File: src/rtl/secp256k1_pkg.sv
// Shared constants for the secp256k1 field datapath: field width, prime and
// the add/sub unit opcode encoding.
package secp256k1_pkg;

    localparam int FIELD_W = 256;

    localparam logic [FIELD_W-1:0] SECP256K1_P =
        256'hFFFFFFFFFFFFFFFFFFFFFFFFFFFFFFFFFFFFFFFFFFFFFFFFFFFFFFFEFFFFFC2F;

    localparam logic [1:0] OP_ADD = 2'd0;
    localparam logic [1:0] OP_SUB = 2'd1;
    localparam logic [1:0] OP_NEG = 2'd2;
    localparam logic [1:0] OP_DBL = 2'd3;

    // Sub and neg produce a borrow-style raw value; add and double an overflow-style one.
    function automatic logic is_sub_like(input logic [1:0] op);
        return (op == OP_SUB) || (op == OP_NEG);
    endfunction

endpackage

File: src/rtl/secp256k1_mod_correct.sv
// Single-step modular correction of a (W+1)-bit raw sum or difference back
// into [0, modulus) for in-range operands.
module secp256k1_mod_correct
    import secp256k1_pkg::*;
#(
    parameter int W = FIELD_W
) (
    input  logic [W:0]   raw,
    input  logic         sub_like,
    input  logic [W-1:0] modulus,
    output logic [W-1:0] result
);

    always_comb begin
        result = raw[W-1:0];
        if (sub_like) begin
            // A borrow means the difference wrapped; adding the modulus back
            // modulo 2^W restores the canonical value.
            if (raw[W]) begin
                result = raw[W-1:0] + modulus;
            end
        end else if (raw >= {1'b0, modulus}) begin
            // Low W bits of (raw - modulus) equal this truncated difference.
            result = raw[W-1:0] - modulus;
        end
    end

endmodule

File: src/rtl/secp256k1_addsub_mod_pipe.sv
// Two-stage pipelined modular add/sub/neg/double with valid/ready flow
// control and a pass-through tag.
module secp256k1_addsub_mod_pipe
    import secp256k1_pkg::*;
#(
    parameter int             W       = FIELD_W,
    parameter logic [W-1:0]   MODULUS = W'(SECP256K1_P),
    parameter int             TAG_W   = 4
) (
    input  logic             clk,
    input  logic             rst_n,
    input  logic             in_valid,
    output logic             in_ready,
    input  logic [1:0]       in_op,
    input  logic [W-1:0]     in_a,
    input  logic [W-1:0]     in_b,
    input  logic [TAG_W-1:0] in_tag,
    output logic             out_valid,
    input  logic             out_ready,
    output logic [W-1:0]     out_result,
    output logic [TAG_W-1:0] out_tag,
    output logic             out_err
);

    logic [W:0]       raw_next;
    logic             err_next;
    logic [W-1:0]     corrected;
    logic             adv;

    logic             s1_valid_reg;
    logic [W:0]       s1_raw_reg;
    logic             s1_sub_reg;
    logic [TAG_W-1:0] s1_tag_reg;
    logic             s1_err_reg;

    logic             s2_valid_reg;
    logic [W-1:0]     s2_result_reg;
    logic [TAG_W-1:0] s2_tag_reg;
    logic             s2_err_reg;

    assign adv      = !s2_valid_reg || out_ready;
    assign in_ready = adv || !s1_valid_reg;

    // Raw arithmetic is one bit wider so the top bit carries overflow or borrow.
    always_comb begin
        raw_next = '0;
        err_next = 1'b0;
        unique case (in_op)
            OP_ADD: begin
                raw_next = {1'b0, in_a} + {1'b0, in_b};
                err_next = (in_a >= MODULUS) || (in_b >= MODULUS);
            end
            OP_SUB: begin
                raw_next = {1'b0, in_a} - {1'b0, in_b};
                err_next = (in_a >= MODULUS) || (in_b >= MODULUS);
            end
            OP_NEG: begin
                raw_next = '0 - {1'b0, in_b};
                err_next = (in_b >= MODULUS);
            end
            OP_DBL: begin
                raw_next = {1'b0, in_a} + {1'b0, in_a};
                err_next = (in_a >= MODULUS);
            end
        endcase
    end

    secp256k1_mod_correct #(
        .W (W)
    ) u_mod_correct (
        .raw      (s1_raw_reg),
        .sub_like (s1_sub_reg),
        .modulus  (MODULUS),
        .result   (corrected)
    );

    always_ff @(posedge clk or negedge rst_n) begin
        if (!rst_n) begin
            s1_valid_reg  <= 1'b0;
            s1_raw_reg    <= '0;
            s1_sub_reg    <= 1'b0;
            s1_tag_reg    <= '0;
            s1_err_reg    <= 1'b0;
            s2_valid_reg  <= 1'b0;
            s2_result_reg <= '0;
            s2_tag_reg    <= '0;
            s2_err_reg    <= 1'b0;
        end else begin
            if (in_ready) begin
                s1_valid_reg <= in_valid;
                if (in_valid) begin
                    s1_raw_reg <= raw_next;
                    s1_sub_reg <= is_sub_like(in_op);
                    s1_tag_reg <= in_tag;
                    s1_err_reg <= err_next;
                end
            end
            // Output data only changes on a real transfer, so it holds under stall.
            if (adv) begin
                s2_valid_reg <= s1_valid_reg;
                if (s1_valid_reg) begin
                    s2_result_reg <= corrected;
                    s2_tag_reg    <= s1_tag_reg;
                    s2_err_reg    <= s1_err_reg;
                end
            end
        end
    end

    assign out_valid  = s2_valid_reg;
    assign out_result = s2_result_reg;
    assign out_tag    = s2_tag_reg;
    assign out_err    = s2_err_reg;

endmodule

File: config.mk
export PLATFORM = sky130hd
export DESIGN_NAME = secp256k1_addsub_mod_pipe
export DESIGN_NICKNAME = d
export VERILOG_FILES = /design/src/rtl/secp256k1_pkg.sv /design/src/rtl/secp256k1_mod_correct.sv /design/src/rtl/secp256k1_addsub_mod_pipe.sv
export SDC_FILE = /design/constraint.sdc
export NUM_CORES = 2
export LEC_CHECK = 0
export BUFFER_PORTS_ARGS = -buffer_cell sky130_fd_sc_hd__buf_2
export CAP_MARGIN = 20
export CORE_MARGIN = 10
export CORE_UTILIZATION = 30
export CTS_CLUSTER_DIAMETER = 120
export DETAILED_ROUTE_END_ITERATION = 6
export HOLD_SLACK_MARGIN = 0.05
export PLACE_DENSITY_LB_ADDON = 0.08
export SLEW_MARGIN = 20
export SYNTH_ARGS = -nofsm -noshare
export SYNTH_HDL_FRONTEND = slang
export SYNTH_SLANG_ARGS = --single-unit
File: constraint.sdc
create_clock -name clk -period 5 [get_ports clk]
set_clock_uncertainty 0.05 [all_clocks]
set_input_delay 0 -clock clk [delete_from_list [all_inputs] [get_ports clk]]
set_output_delay 0 -clock clk [all_outputs]
set_load 0.1 [all_outputs]
; ---- Yosys cells after proc, flatten, opt, wreduce, memory -nomap -nowiden
; Index checks and enable logic that the tools add are counted.
[op_classes]
n_eq_ne = 3
addsub = 6
muxes = 5
magnitude_cmp = 3
n_reduce_logical = 10
[ops]
columns = op, count
row1 = case mux 257 bit (4 select lines), 1
row2 = 2-to-1 mux 256 bit, 3
row3 = adder 256 x 256 -> 257 bit, 2
row4 = ">= comparator 256 bit, second input constant", 2
row5 = ">= comparator 257 x 256 -> 1 bit, second input constant", 1
row6 = "subtractor 1 x 256 -> 257 bit, first input constant", 1
row7 = subtractor 256 x 256 -> 257 bit, 1
row8 = "adder 256 bit, second input constant", 1
row9 = "subtractor 256 bit, second input constant", 1
row10 = "== test 2 bit, second input constant", 2
row11 = logical OR 1 bit, 4
row12 = AND reduction 2 bit, 2
row13 = case mux 1 bit (3 select lines), 1
row14 = "== test 2 x 1 -> 1 bit, second input constant", 1
row15 = zero test 1 bit, 2
row16 = zero test 2 bit, 1
row17 = OR reduction 2 bit, 1
[word_totals]
reg_bits = 526
output_inout_bits = 263
inputBits = 522

; ---- Longest topological paths before layout
[logic_depth]
depth_word = 4
depth_mapped = 32

; ---- Hierarchy
; A second synthesis with hierarchy kept.
[unflattened]
cells_unflattened = 15151
area_unflattened_um2 = 99538.0
[by_module_without_submodules]
columns = mod, area_per_inst_um2, seq_area_each_um2, cells_each, n_inst
row1 = secp256k1_addsub_mod_pipe, 52844.4, 13162.6, 7253, 1
row2 = secp256k1_mod_correct, 46693.5, 0.0, 7898, 1

; ---- Least setup slack after synthesis
; No wires, ideal clock.
[synth_timing]
path_type = input port to flip-flop
start = in in_b[1]
end = reg s1_raw_reg[220]
path_stages = 31
n_path_buf = 2
t_arrival_ps = 6970
slack_ps = -2098
path_cell_list = inv_1 -> ha_1 -> nor3b_1 -> and3_1 -> nor3b_1 -> nand2_1 -> nor3_2 -> and3_1 -> clkbuf_1 -> nand2_1 -> or3_1 -> nor4_4 -> nand3_1 -> xor2_1 -> nand2_1 -> nand2_1 -> ha_1 -> clkbuf_1 -> nand4_1 -> or2_2 -> nor4_1 -> nand3_1 -> nor4_1 -> a211o_1 -> a32oi_1 -> a21bo_2 -> a2111oi_0 -> or2_2 -> and3_1 -> mux2_2 -> a21oi_1
[synth_via]
elab_chain_len = 2
[synth_lines]
columns = element, line_no
row1 = start: declaration, secp256k1_addsub_mod_pipe.sv:16  ; input logic [W-1:0] in_b,
row2 = subtractor 1 x 256 -> 257 bit (tied with other cells), secp256k1_addsub_mod_pipe.sv:58  ; raw_next = '0 - {1'b0, in_b};
row3 = case mux 257 bit (4 select lines) *, secp256k1_addsub_mod_pipe.sv:48  ; unique case (in_op)
row4 = end signal: assignment, secp256k1_addsub_mod_pipe.sv:92  ; s1_raw_reg <= raw_next;
row5 = end: declaration, secp256k1_addsub_mod_pipe.sv:31  ; logic [W:0] s1_raw_reg;
; Every way passes the cells marked *; elsewhere a longest branch is shown, timed or not.
; A chain may end at the register's enable or synchronous reset.

; ---- Worst setup path in the final report
[layout_timing]
start = in in_b[26]
end = reg s1_raw_reg[229]
; Same word-level chain as after synthesis.

==> impl_metrics.ini <==
[power_and_ir_drop]
clockPowerShare_pct = 13.3
ir_worst_vdd_v = 0.0003888
switching_share_pct = 55.08
finalPower_mw = 35.81
p_seq_share_pct = 18.2
intPower_mw = 16.08
power_density_mw_per_mm2 = 324.2
p_leak_nw = 48.05
p_sw_mw = 19.72
p_comb_share_pct = 68.5

[setup_path]
cpMostUsedCell = buf_6
r2r_end = out_result[203]
setup.worst_path.end_class = flip-flop
slowest_delay_ns = 0.53
worstReg2RegStart = s1_raw_reg[197]
critPathSlowestCell = or4_4
reg2reg_slack_ns = -0.35
r2r_cells = 16
required_ns = 5.51
worstSetupPathType = in -> reg
cp_data_arrival_time_ns = 6.78
cp_max_fo = 4
startpoint_type = input port

[synth]
synth.largest_area_cell = dfrtp_1
synth-seq-area-share_pct = 20.12
yosysWarningCount = 0
synth_nets = 10580
async_flop_share_pct = 100.0
ys_top_cells_by_area = dfrtp_1 20%, nand2_1 10%, o21ai_0 7.2%
syn-cell-area_mm2 = 0.06544
synth_top_area_share_pct = 20.12
synth_cell_types = 106
synthCells = 9792
synth_edf_count = 0
postSynthAreaPerCell_um2 = 6.683
synth_ff_type = dfrtp_1
ys_seq_elements = 526

[sta]
worst_pin_slew_ns = 1.159
fmax_mhz = 159.4
timing.final.crit_share_pct = 125.4
hold_violations = 0
rsz0062_at_grt = true
setup_slack_ns = -1.272
slew_headroom_pct = 21.75
finalSetupViolCount = 239
slew_violations = 0
hold_slack_ns = 0.03078
final.min_clock_period_ns = 6.272

[cells_and_area]
drive_above_1_share_pct = 41.54
area.growth.synth_to_final_pct = 68.75
largest_reg_flops = 257
fin_area_mm2 = 0.1104
layout.nets = 14620
fin_cells = 16760

[die]
die_h_um = 487.0
fp.coreArea_mm2 = 0.2172
die_w_um = 487.0
start_util_pct = 30.13
placementRows = 171
io_pins = 785
die_area_mm2 = 0.2372

[status]
violations = DRC, setup timing
status = finished with violations

[drt]
ant_nets = 0
first_iter_violations = 14350
wl_per_cell_um = 33.15
vias = 101400
first_pass_iters = 7
drc = 1
wl_um = 555500
vias_per_cell = 6.049

[clock_network]
cts_tree = done
cts_sinks = 526
cts-root-buf = clkbuf_16
clk_pin_slew_ns = 0.07
cts_max_level = 2
insertion_delay_ns = 0.71
cts_made_buffers = 58
clk_path_buf_depth = 3

[worst_hold_path]
min-delay-path-class = in -> reg
hold_path_depth = 6
hp-start = in_b[138]
holdPathEnd = s1_raw_reg[138]

[place]
dp_slack_ns = -2.709
numPlacedInstances = 16190
hpwlAfterDp_um = 469200
placed_area_mm2 = 0.09729
port_buffers = 784
gp_congestion = 1.126

[global_routing]
grt_max_degree = 193
grt_pass1_wl_um = 748200
antenna_found_initial = 71
grt_pass1_vias = 95420
grt.overflow.total = 0
track_usage_pct = 43.75

[job]
drv_cap = 0
## power groups by stage
stage	Combinational (mW)	Sequential (mW)	Clock, mW
2_1_floorplan	6.60	10.7	0
3_3_place_gp	21.6	6.46	0
3_5_place_dp	21.7	6.52	0
4_1_cts	22.5	6.45	4.83
5_1_grt	25.1	6.61	5.00
6_report	24.5	6.50	4.77
## metal layers
metal / track usage, % / up-vias / part of all wire [%]
li1: - / 43850 / -
met1: 60.24 / 49040 / 42
met5: 0 / - / 0.018
met3: 11.10 / 1411 / 12
met2: 61.13 / 7060 / 39
met4: 25.39 / 16 / 7.5
## layout by cell type, fill, tap and decap left out, types with 138 or more instances in the layout
cell type      netlist  final
dlygate4sd3_1        0    158
ha_1               263    229
buf_2               26    778
dfrtp_1            526    525
or3_1              151    138
nor2_1             852    771
nor3_1             410    361
o21ai_0            947    637
buf_6                2    223
a21oi_1            717    504
nor4_1             266    225
nand4_1            438    438
xnor2_1            412    353
nand2_1           1797   1693
xor2_1             305    285
a21oi_2              1    169
inv_1              164    156
o21ai_1             24    180
nand3_1            247    230
a22oi_1            141    140
buf_4                6   3467
## cells in the mapped netlist, types with 49 or more instances
library cell,instances
a21o_1,115
a21oi_1,717
a221o_1,75
a22oi_1,141
a31oi_1,75
and2_1,58
and3_1,93
clkbuf_1,607
dfrtp_1,526
ha_1,263
inv_1,164
nand2_1,1797
nand2b_1,54
nand3_1,247
nand4_1,438
nor2_1,852
nor3_1,410
nor4_1,266
o21a_1,49
o21ai_0,947
o21bai_1,93
o311ai_0,87
or2_2,60
or3_1,151
or4_1,80
xnor2_1,412
xor2_1,305
## per-stage QoR
stage	util [%]	TNS, ns
after floorplan	-	-130.03
after global placement	44.80	-384.60
after detailed placement	44.80	-396.99
after CTS	48.31	-146.22
after global routing	50.83	-185.43
final	50.85	-152.40
## critical path: cells and delay by family
family	cells	cell delay, ns
multiplexers	1	0.30
AND/OR/NAND/NOR	11	2.51
AO/OA/AOI/OAI	12	2.13
adder cells (fa/ha/maj)	1	0.21
buffers and inverters	10	1.33
XOR/XNOR	2	0.23
## cell type report
| type | instances | area [um^2] |
|---|---|---|
| Tap cell | 2854 | 3571 |
| Sequential cell | 526 | 13170 |
| Timing Repair Buffer | 4670 | 34880 |
| Clock inverter | 31 | 439.2 |
| Fill cell | 21620 | 106700 |
| Multi-Input combinational cell | 8415 | 56040 |
| Clock buffer | 77 | 1643 |
| Antenna cell | 21 | 52.55 |
| Inverter | 166 | 631.9 |
## how the worst max path moves through the flow
stage	start	endpoint	slack [ns]	depth (start not counted)
after floorplan	in_b[23]	s1_raw_reg[220]	-1.47	30
after global placement	in_b[26]	s1_raw_reg[171]	-2.67	34
after detailed placement	in_b[26]	s1_raw_reg[171]	-2.71	34
after CTS	in_b[39]	s1_raw_reg[255]	-1.17	31
after global routing	in_b[26]	s1_raw_reg[223]	-1.40	41
final	in_b[26]	s1_raw_reg[229]	-1.27	37
## cell families (layout without fill, tap and decap cells)
| kind of cell | after synthesis | in the layout | share of synthesized area (%) |
|---|---|---|---|
| flops | 526 | 526 | 20.12 |
| fa+ha+maj | 264 | 264 | 5.059 |
| other cells | 0 | 21 | 0 |
| simple gates | 4723 | 4723 | 34.78 |
| buf+inv | 851 | 4944 | 4.989 |
| mux | 33 | 33 | 0.5296 |
| compound gates | 2678 | 2678 | 24.93 |
| xor+xnor | 717 | 717 | 9.597 |
## timing repair
item / CTS / global route
pin swaps: 269 / 438
endpoints found under the setup margin: 213 / 272
resized for setup: 642 / 1121
endpoints found under the hold margin: 296 / 4
gates cloned: 0 / 0
setup buffers: 182 / 178
hold buffers: 155 / 4
(Power assumes the default switching activity.)
